$ cat src/rtl/uart_tx_cfg_pkg.sv
// Shared typedefs for the configurable UART transmitter: FSM state encoding,
// parity mode constants and a parity helper used when a word is loaded.
package uart_tx_cfg_pkg;

    typedef enum logic [2:0] {
        ST_IDLE   = 3'd0,
        ST_START  = 3'd1,
        ST_DATA   = 3'd2,
        ST_PARITY = 3'd3,
        ST_STOP   = 3'd4
    } tx_cfg_state_t;

    localparam int PARITY_NONE = 0;
    localparam int PARITY_EVEN = 1;
    localparam int PARITY_ODD  = 2;

    // Parity bit for a zero-extended data word: XOR of the bits for even
    // parity, inverted for odd parity.
    function automatic logic parity_of(input logic [8:0] word, input int mode);
        return (^word) ^ (mode == PARITY_ODD);
    endfunction

endpackage

$ cat src/rtl/uart_tx_cfg_if.sv
// Word handshake and serial-line status bundle of the UART transmitter.
// The producer side uses master, the transmitter uses slave.
interface uart_tx_cfg_if #(
    parameter int DATA_BITS = 8
);
    logic                 i_valid;
    logic [DATA_BITS-1:0] i_data;
    logic                 o_ready;
    logic                 o_tx_serial;
    logic                 o_tx_busy;
    logic                 o_tx_done;
    logic                 o_tick_debug;

    modport master (
        output i_valid,
        output i_data,
        input  o_ready,
        input  o_tx_serial,
        input  o_tx_busy,
        input  o_tx_done,
        input  o_tick_debug
    );

    modport slave (
        input  i_valid,
        input  i_data,
        output o_ready,
        output o_tx_serial,
        output o_tx_busy,
        output o_tx_done,
        output o_tick_debug
    );
endinterface

$ cat src/rtl/uart_tx_cfg_baud_tick.sv
// Bit-period timer: counts clock cycles within one serial bit and raises
// tick on the last cycle of the period. restart holds the count at zero so
// the first period after restart is a full CLKS_PER_BIT cycles long.
module uart_baud_tick #(
    parameter int CLKS_PER_BIT = 868
) (
    input  logic i_clk,
    input  logic rst,
    input  logic restart,
    output logic tick
);
    localparam int                CNT_W = $clog2(CLKS_PER_BIT);
    localparam logic [CNT_W-1:0]  LAST  = CNT_W'(CLKS_PER_BIT - 1);

    logic [CNT_W-1:0] cnt_reg;

    assign tick = !restart && (cnt_reg == LAST);

    // Cycle counter: cleared on restart and at every bit boundary.
    always_ff @(posedge i_clk or negedge rst) begin
        if (!rst) begin
            cnt_reg <= '0;
        end else if (restart || tick) begin
            cnt_reg <= '0;
        end else begin
            cnt_reg <= cnt_reg + CNT_W'(1);
        end
    end
endmodule

$ cat src/rtl/uart_tx_cfg.sv
// Configurable UART transmitter with a one-word holding buffer. Words are
// accepted on valid/ready, framed as start, data (LSB first), optional
// parity and stop bits, and sent back-to-back when the buffer is refilled
// during a frame.
module uart_tx_cfg
    import uart_tx_cfg_pkg::*;
#(
    parameter int CLKS_PER_BIT = 868,
    parameter int DATA_BITS    = 8,
    parameter int PARITY       = 0,
    parameter int STOP_BITS    = 1
) (
    input  logic          i_clk,
    input  logic          rst,
    uart_tx_cfg_if.slave  bus
);
    // Reject illegal configurations while elaborating.
    if (CLKS_PER_BIT < 2) begin : g_bad_clks
        $error("uart_tx_cfg: CLKS_PER_BIT must be 2 or more");
    end
    if (DATA_BITS < 5 || DATA_BITS > 9) begin : g_bad_data
        $error("uart_tx_cfg: DATA_BITS must be in 5..9");
    end
    if (PARITY < PARITY_NONE || PARITY > PARITY_ODD) begin : g_bad_parity
        $error("uart_tx_cfg: PARITY must be 0, 1 or 2");
    end
    if (STOP_BITS < 1 || STOP_BITS > 2) begin : g_bad_stop
        $error("uart_tx_cfg: STOP_BITS must be 1 or 2");
    end

    localparam int               BIT_W     = $clog2(DATA_BITS);
    localparam logic [BIT_W-1:0] LAST_BIT  = BIT_W'(DATA_BITS - 1);
    localparam logic             LAST_STOP = 1'(STOP_BITS - 1);

    tx_cfg_state_t        state_reg;
    logic [DATA_BITS-1:0] shift_reg;
    logic                 par_reg;
    logic [BIT_W-1:0]     bit_cnt_reg;
    logic                 stop_cnt_reg;
    logic                 tx_reg;
    logic                 busy_reg;
    logic                 buf_full_reg;
    logic [DATA_BITS-1:0] buf_data_reg;

    logic                 tick;
    logic                 accept;
    logic                 frame_end;
    logic                 start_from_buf;
    logic                 start_direct;
    logic                 start_frame;
    logic [DATA_BITS-1:0] load_data;

    // The timer idles at zero while no frame is on the line.
    uart_baud_tick #(
        .CLKS_PER_BIT (CLKS_PER_BIT)
    ) u_baud_tick (
        .i_clk   (i_clk),
        .rst     (rst),
        .restart (state_reg == ST_IDLE),
        .tick    (tick)
    );

    assign accept    = bus.i_valid && !buf_full_reg;
    assign frame_end = (state_reg == ST_STOP) && tick && (stop_cnt_reg == LAST_STOP);

    // A new frame starts from the buffer when it holds a word, or straight
    // from the input when a word arrives exactly when the line is free; the
    // latter gives one cycle of latency from acceptance to the start bit.
    assign start_from_buf = buf_full_reg && ((state_reg == ST_IDLE) || frame_end);
    assign start_direct   = accept && ((state_reg == ST_IDLE) || frame_end);
    assign start_frame    = start_from_buf || start_direct;
    assign load_data      = buf_full_reg ? buf_data_reg : bus.i_data;

    assign bus.o_ready      = !buf_full_reg;
    assign bus.o_tx_serial  = tx_reg;
    assign bus.o_tx_busy    = busy_reg;
    assign bus.o_tx_done    = frame_end;
    assign bus.o_tick_debug = tick;

    // Holding buffer: fills on acceptance unless the word goes straight into
    // the shift register, empties when its word starts a frame.
    always_ff @(posedge i_clk or negedge rst) begin
        if (!rst) begin
            buf_full_reg <= 1'b0;
            buf_data_reg <= '0;
        end else if (start_from_buf) begin
            buf_full_reg <= 1'b0;
        end else if (accept && !start_direct) begin
            buf_full_reg <= 1'b1;
            buf_data_reg <= bus.i_data;
        end
    end

    // Frame sequencer with registered line and busy outputs.
    always_ff @(posedge i_clk or negedge rst) begin
        if (!rst) begin
            state_reg    <= ST_IDLE;
            shift_reg    <= '0;
            par_reg      <= 1'b0;
            bit_cnt_reg  <= '0;
            stop_cnt_reg <= 1'b0;
            tx_reg       <= 1'b1;
            busy_reg     <= 1'b0;
        end else begin
            case (state_reg)
                ST_IDLE: begin
                    if (start_frame) begin
                        state_reg <= ST_START;
                        shift_reg <= load_data;
                        par_reg   <= parity_of(9'(load_data), PARITY);
                        tx_reg    <= 1'b0;
                        busy_reg  <= 1'b1;
                    end else begin
                        tx_reg   <= 1'b1;
                        busy_reg <= 1'b0;
                    end
                end
                ST_START: begin
                    if (tick) begin
                        state_reg   <= ST_DATA;
                        tx_reg      <= shift_reg[0];
                        bit_cnt_reg <= '0;
                    end
                end
                ST_DATA: begin
                    if (tick) begin
                        if (bit_cnt_reg == LAST_BIT) begin
                            if (PARITY != PARITY_NONE) begin
                                state_reg <= ST_PARITY;
                                tx_reg    <= par_reg;
                            end else begin
                                state_reg    <= ST_STOP;
                                tx_reg       <= 1'b1;
                                stop_cnt_reg <= 1'b0;
                            end
                        end else begin
                            bit_cnt_reg <= bit_cnt_reg + BIT_W'(1);
                            shift_reg   <= shift_reg >> 1;
                            tx_reg      <= shift_reg[1];
                        end
                    end
                end
                ST_PARITY: begin
                    if (tick) begin
                        state_reg    <= ST_STOP;
                        tx_reg       <= 1'b1;
                        stop_cnt_reg <= 1'b0;
                    end
                end
                ST_STOP: begin
                    if (tick) begin
                        if (stop_cnt_reg == LAST_STOP) begin
                            if (start_frame) begin
                                state_reg <= ST_START;
                                shift_reg <= load_data;
                                par_reg   <= parity_of(9'(load_data), PARITY);
                                tx_reg    <= 1'b0;
                            end else begin
                                state_reg <= ST_IDLE;
                                tx_reg    <= 1'b1;
                                busy_reg  <= 1'b0;
                            end
                        end else begin
                            stop_cnt_reg <= 1'b1;
                        end
                    end
                end
                default: begin
                    // Corrupted state: release the line and start over.
                    state_reg    <= ST_IDLE;
                    tx_reg       <= 1'b1;
                    busy_reg     <= 1'b0;
                    bit_cnt_reg  <= '0;
                    stop_cnt_reg <= 1'b0;
                end
            endcase
        end
    end
endmodule

$ cat src/flat_wrapper.sv
// flat-port wrapper written by rule: the top's interface ports become plain ports
module uart_tx_cfg_flat import uart_tx_cfg_pkg::*;
#(
    parameter int CLKS_PER_BIT = 868,
    parameter int DATA_BITS    = 8,
    parameter int PARITY       = 0,
    parameter int STOP_BITS    = 1
)
  (i_clk, rst, bus_i_valid, bus_i_data, bus_o_ready, bus_o_tx_serial, bus_o_tx_busy, bus_o_tx_done, bus_o_tick_debug);
  uart_tx_cfg_if #(.DATA_BITS(DATA_BITS)) bus_i ();
  input  logic i_clk;
  input  logic rst;
  input wire logic [$bits(bus_i.i_valid)-1:0] bus_i_valid;
  input wire logic [$bits(bus_i.i_data)-1:0] bus_i_data;
  output wire logic [$bits(bus_i.o_ready)-1:0] bus_o_ready;
  output wire logic [$bits(bus_i.o_tx_serial)-1:0] bus_o_tx_serial;
  output wire logic [$bits(bus_i.o_tx_busy)-1:0] bus_o_tx_busy;
  output wire logic [$bits(bus_i.o_tx_done)-1:0] bus_o_tx_done;
  output wire logic [$bits(bus_i.o_tick_debug)-1:0] bus_o_tick_debug;
  assign bus_i.i_valid = bus_i_valid;
  assign bus_i.i_data = bus_i_data;
  assign bus_o_ready = bus_i.o_ready;
  assign bus_o_tx_serial = bus_i.o_tx_serial;
  assign bus_o_tx_busy = bus_i.o_tx_busy;
  assign bus_o_tx_done = bus_i.o_tx_done;
  assign bus_o_tick_debug = bus_i.o_tick_debug;
  uart_tx_cfg #(.CLKS_PER_BIT(CLKS_PER_BIT), .DATA_BITS(DATA_BITS), .PARITY(PARITY), .STOP_BITS(STOP_BITS)) u_core (.i_clk(i_clk), .rst(rst), .bus(bus_i));
endmodule
$ cat config.mk
export PLATFORM = sky130hd
export DESIGN_NAME = uart_tx_cfg_flat
export DESIGN_NICKNAME = d
export VERILOG_FILES = /design/src/rtl/uart_tx_cfg_pkg.sv /design/src/rtl/uart_tx_cfg_if.sv /design/src/rtl/uart_tx_cfg_baud_tick.sv /design/src/rtl/uart_tx_cfg.sv /design/src/flat_wrapper.sv
export SDC_FILE = /design/constraint.sdc
export NUM_CORES = 1
export LEC_CHECK = 0
export BUFFER_PORTS_ARGS = -buffer_cell sky130_fd_sc_hd__buf_2
export CORE_ASPECT_RATIO = 1.4
export CORE_MARGIN = 3
export CORE_UTILIZATION = 45
export CTS_BUF_LIST = sky130_fd_sc_hd__clkbuf_8
export CTS_CLUSTER_SIZE = 10
export DETAILED_ROUTE_END_ITERATION = 16
export GPL_TIMING_DRIVEN = 0
export PLACE_DENSITY_LB_ADDON = 0.15
export SLEW_MARGIN = 10
export SYNTH_ARGS = -nofsm -noshare
export SYNTH_HDL_FRONTEND = slang
export SYNTH_SLANG_ARGS = --single-unit
$ cat constraint.sdc
create_clock -name i_clk -period 4.05 [get_ports i_clk]
set_input_delay 0.6075 -clock i_clk [delete_from_list [all_inputs] [get_ports i_clk]]
set_output_delay 0.6075 -clock i_clk [all_outputs]
set_load 0.005 [all_outputs]
==> summary.txt <==
Power and ir drop
  • Power Density: 414 nW/um^2
  • Static Leak: 0.969 nW
  • Peak supply drop: 0.257 mV

Worst setup path
  • Crit-path max FO: 9
  • Crit path cell chain: ha_1 > nor3b_4 > nand3_1 > nor3_1 > buf_2
  • Reg2Reg Setup Slack: 1.89 ns
  • FF-to-FF Start: u_core.bit_cnt_reg[0]$_DFFE_PN0P_
  • CP delay by family, top: simple AND/OR/NAND/NOR gates
  • Crit Path Class: register to output port
  • Slowest cell on crit path: dfrtp_1
  • Worst Reg-to-Reg Cells: 6
  • CP Data Required Time: 3.44 ns
  • R2r endpoint: u_core.shift_reg[0]$_DFFE_PN0P_
  • Crit start category: register
  • Crit path buffers/inverters: 1
  • Critical Path Sink Type: output port
  • WP data arrival: 1.88 ns
  • Slowest stage delay, CP: 0.38 ns

Timing
  • Unrepaired setup endpoints after global routing: no
  • Tcrit/Tclk final: 61.5%
  • Min cycle time layout: 2.49 ns
  • Worst slew pin tran: 0.790 ns
  • Final Setup Violations: 0
  • Setup TNS: 0 ns
  • Max-slew headroom: 47.3%
  • Setup Skew: 0.00284 ns
  • Fmax: 402 MHz
  • Fin. Hold Viols: 0
  • Slew Viols, Final: 0
  • Final Worst Setup Slack: 1.56 ns

Floorplanning
  • Core area: 3990 sq um
  • Die W: 60.6 microns
  • Initial Util: 47.0%
  • Die height: 82.4 microns
  • FP Rows: 27
  • Die area: 4990 sq um
  • I/O pin count: 16

Route
  • Pre-antenna DRT Iters: 4
  • DR top layer: met4
  • DRC: 0
  • Vias/cell: 5.69
  • Initial DRC Count: 31
  • Met1 WL: 1.45 mm
  • Vias: 1399
  • WL met3: 122 microns
  • Met2 Wirelength: 1.88 mm
  • Wire length per cell: 14.3 microns
  • Antenna-violating nets left: 0
  • Final WL: 3.53 mm

Final layout
  • Commonest non-fill, non-tap cell in the layout: dfrtp_1
  • Share of layout cells above drive strength 1: 22.7%
  • Layout overhead on the synthesized area: 12.2%
  • Cell Count, Final, Fillers Out: 246
  • Design Area, Final: 2100 sq um
  • Fin util: 52.8%
  • Area of the multi-input gates: 935 sq um
  • Largest register FFs: 10
  • FF+latch area: 877 sq um
  • Most frequent cells in the layout: 34 x dfrtp_1, 26 x nor2_1, 17 x buf_2
  • FILL cells: 378
  • Nets: 216
  • Antenna diode count: 0

Placement
  • Dpl cell area: 2000 sq um
  • Hpwl dp: 2.60 mm
  • Setup slack at placement: 1.86 ns
  • Dpl cells: 238
  • Port buffer count: 15
  • Routability cong.: 0.844

Logic synthesis
  • Sequential-to-total area share from yosys stat: 46.8%
  • Yosys cell types: 46
  • Mapped cell area: 1880 sq um
  • Syn Inst Count: 180
  • Async SR Flop Fraction: 100%
  • Synthesis Warnings: 0
  • Top cells by area, synth: dfrtp_1 45%, mux2_2 7.8%, nor2_1 5.2%
  • Number of synthesized flops with an enable pin: 0
  • Post-synth top area cell: dfrtp_1
  • Avg Cell Area, Syn: 10.4 sq um
  • Synth top area share: 45.4%
  • Yosys reg bits: 35
  • Most used DFF post-synth: dfrtp_1
  • Syn_nets: 194

Clocking
  • Sink Count: 35
  • Postcts setup bufs: 0
  • H-tree Lvls: 2
  • Worst skew pair latency: 0.28 ns
  • Inserted Clock Buffers: 5
  • Reg clk slew, reported paths: 0.07 ns
  • Max Buffers Root-to-Sink: 2
  • Hold Buf Count CTS: 0
  • Post-CTS sizing: 0
  • Root Buffer Master: clkbuf_8
  • CTS tree: built

Worst hold path
  • Worst hold path class: input pin to asynchronous set/reset pin

Global routing
  • Total global-route track usage: 16.3%
  • Number of global-route vias before repair: 1358
  • Largest net degree at the start of global routing: 36
  • Global-route wire length before repair: 6.07 mm
  • Total gr overflow: 0
  • Initial antenna violation count: 0

Run status
  • Outcome: finished clean

Job
  • Max_cap viols: 0
-- metal layers --
metal	track usage [%]	vias to the layer above
met5	0	-
met4	7.38	0
met3	3.73	8
met2	28.6	18
met1	18.5	690
li1	-	683
-- cells in the mapped netlist, types with 2 or more instances --
cell	count
a21o_1	3
a21oi_1	13
and4_1	2
buf_2	2
clkbuf_1	4
dfrtp_1	34
ha_1	3
inv_1	6
mux2_1	3
mux2_2	13
mux2i_1	8
nand2_1	10
nand3_1	6
nand4_1	3
nor2_1	26
nor3_1	3
o211ai_1	2
o21ai_0	6
xnor2_1	2
xor2_1	5
-- kinds of logic (layout without fill, tap and decap cells) --
family / Yosys count / after routing / synth area share (%)
adder cells (fa/ha/maj): 3 / 3 / 2.00
flip-flops: 35 / 35 / 46.8
buffers and inverters: 15 / 38 / 3.40
AO/OA/AOI/OAI: 36 / 36 / 14.2
XOR/XNOR: 7 / 7 / 3.27
multiplexers: 24 / 24 / 13.9
AND/OR/NAND/NOR: 60 / 60 / 16.5
-- cell type report --
type | count | share of cell area, %
tap | 43 | 2.56
clock buffer | 7 | 4.58
timing repair buffer | 15 | 3.57
multi-input combinational | 130 | 44.4
sequential | 35 | 41.7
buffer | 9 | 1.96
inverter | 6 | 1.07
clock inverter | 1 | 0.178
-- where the power goes --
part / switching (mW) / internal, mW
combinational: 0.0707 / 0.0755
clock: 0.119 / 0.153
sequential: 0.0461 / 0.407
total: 0.235 / 0.635
-- how the worst max path moves through the flow --
stage	start	endpoint	cells after the start
after floorplan	u_core.bit_cnt_reg[0]$_DFFE_PN0P_	u_core.shift_reg[0]$_DFFE_PN0P_	6
after global placement	u_core.u_baud_tick.cnt_reg[0]$_DFF_PN0_	bus_o_tx_done	5
after detailed placement	u_core.u_baud_tick.cnt_reg[0]$_DFF_PN0_	bus_o_tx_done	5
after CTS	u_core.u_baud_tick.cnt_reg[0]$_DFF_PN0_	bus_o_tx_done	5
after global routing	u_core.u_baud_tick.cnt_reg[0]$_DFF_PN0_	bus_o_tx_done	5
final	u_core.u_baud_tick.cnt_reg[0]$_DFF_PN0_	bus_o_tx_done	5
-- metrics by stage --
step           power [mW]  hold WS, ns
2_1_floorplan       0.564        0.312
3_3_place_gp        0.599        0.469
3_5_place_dp        0.610        0.478
4_1_cts             0.888        0.424
5_1_grt             0.926        0.453
6_report            0.871        0.401
Note: power is estimated with default switching activity, not from simulation.
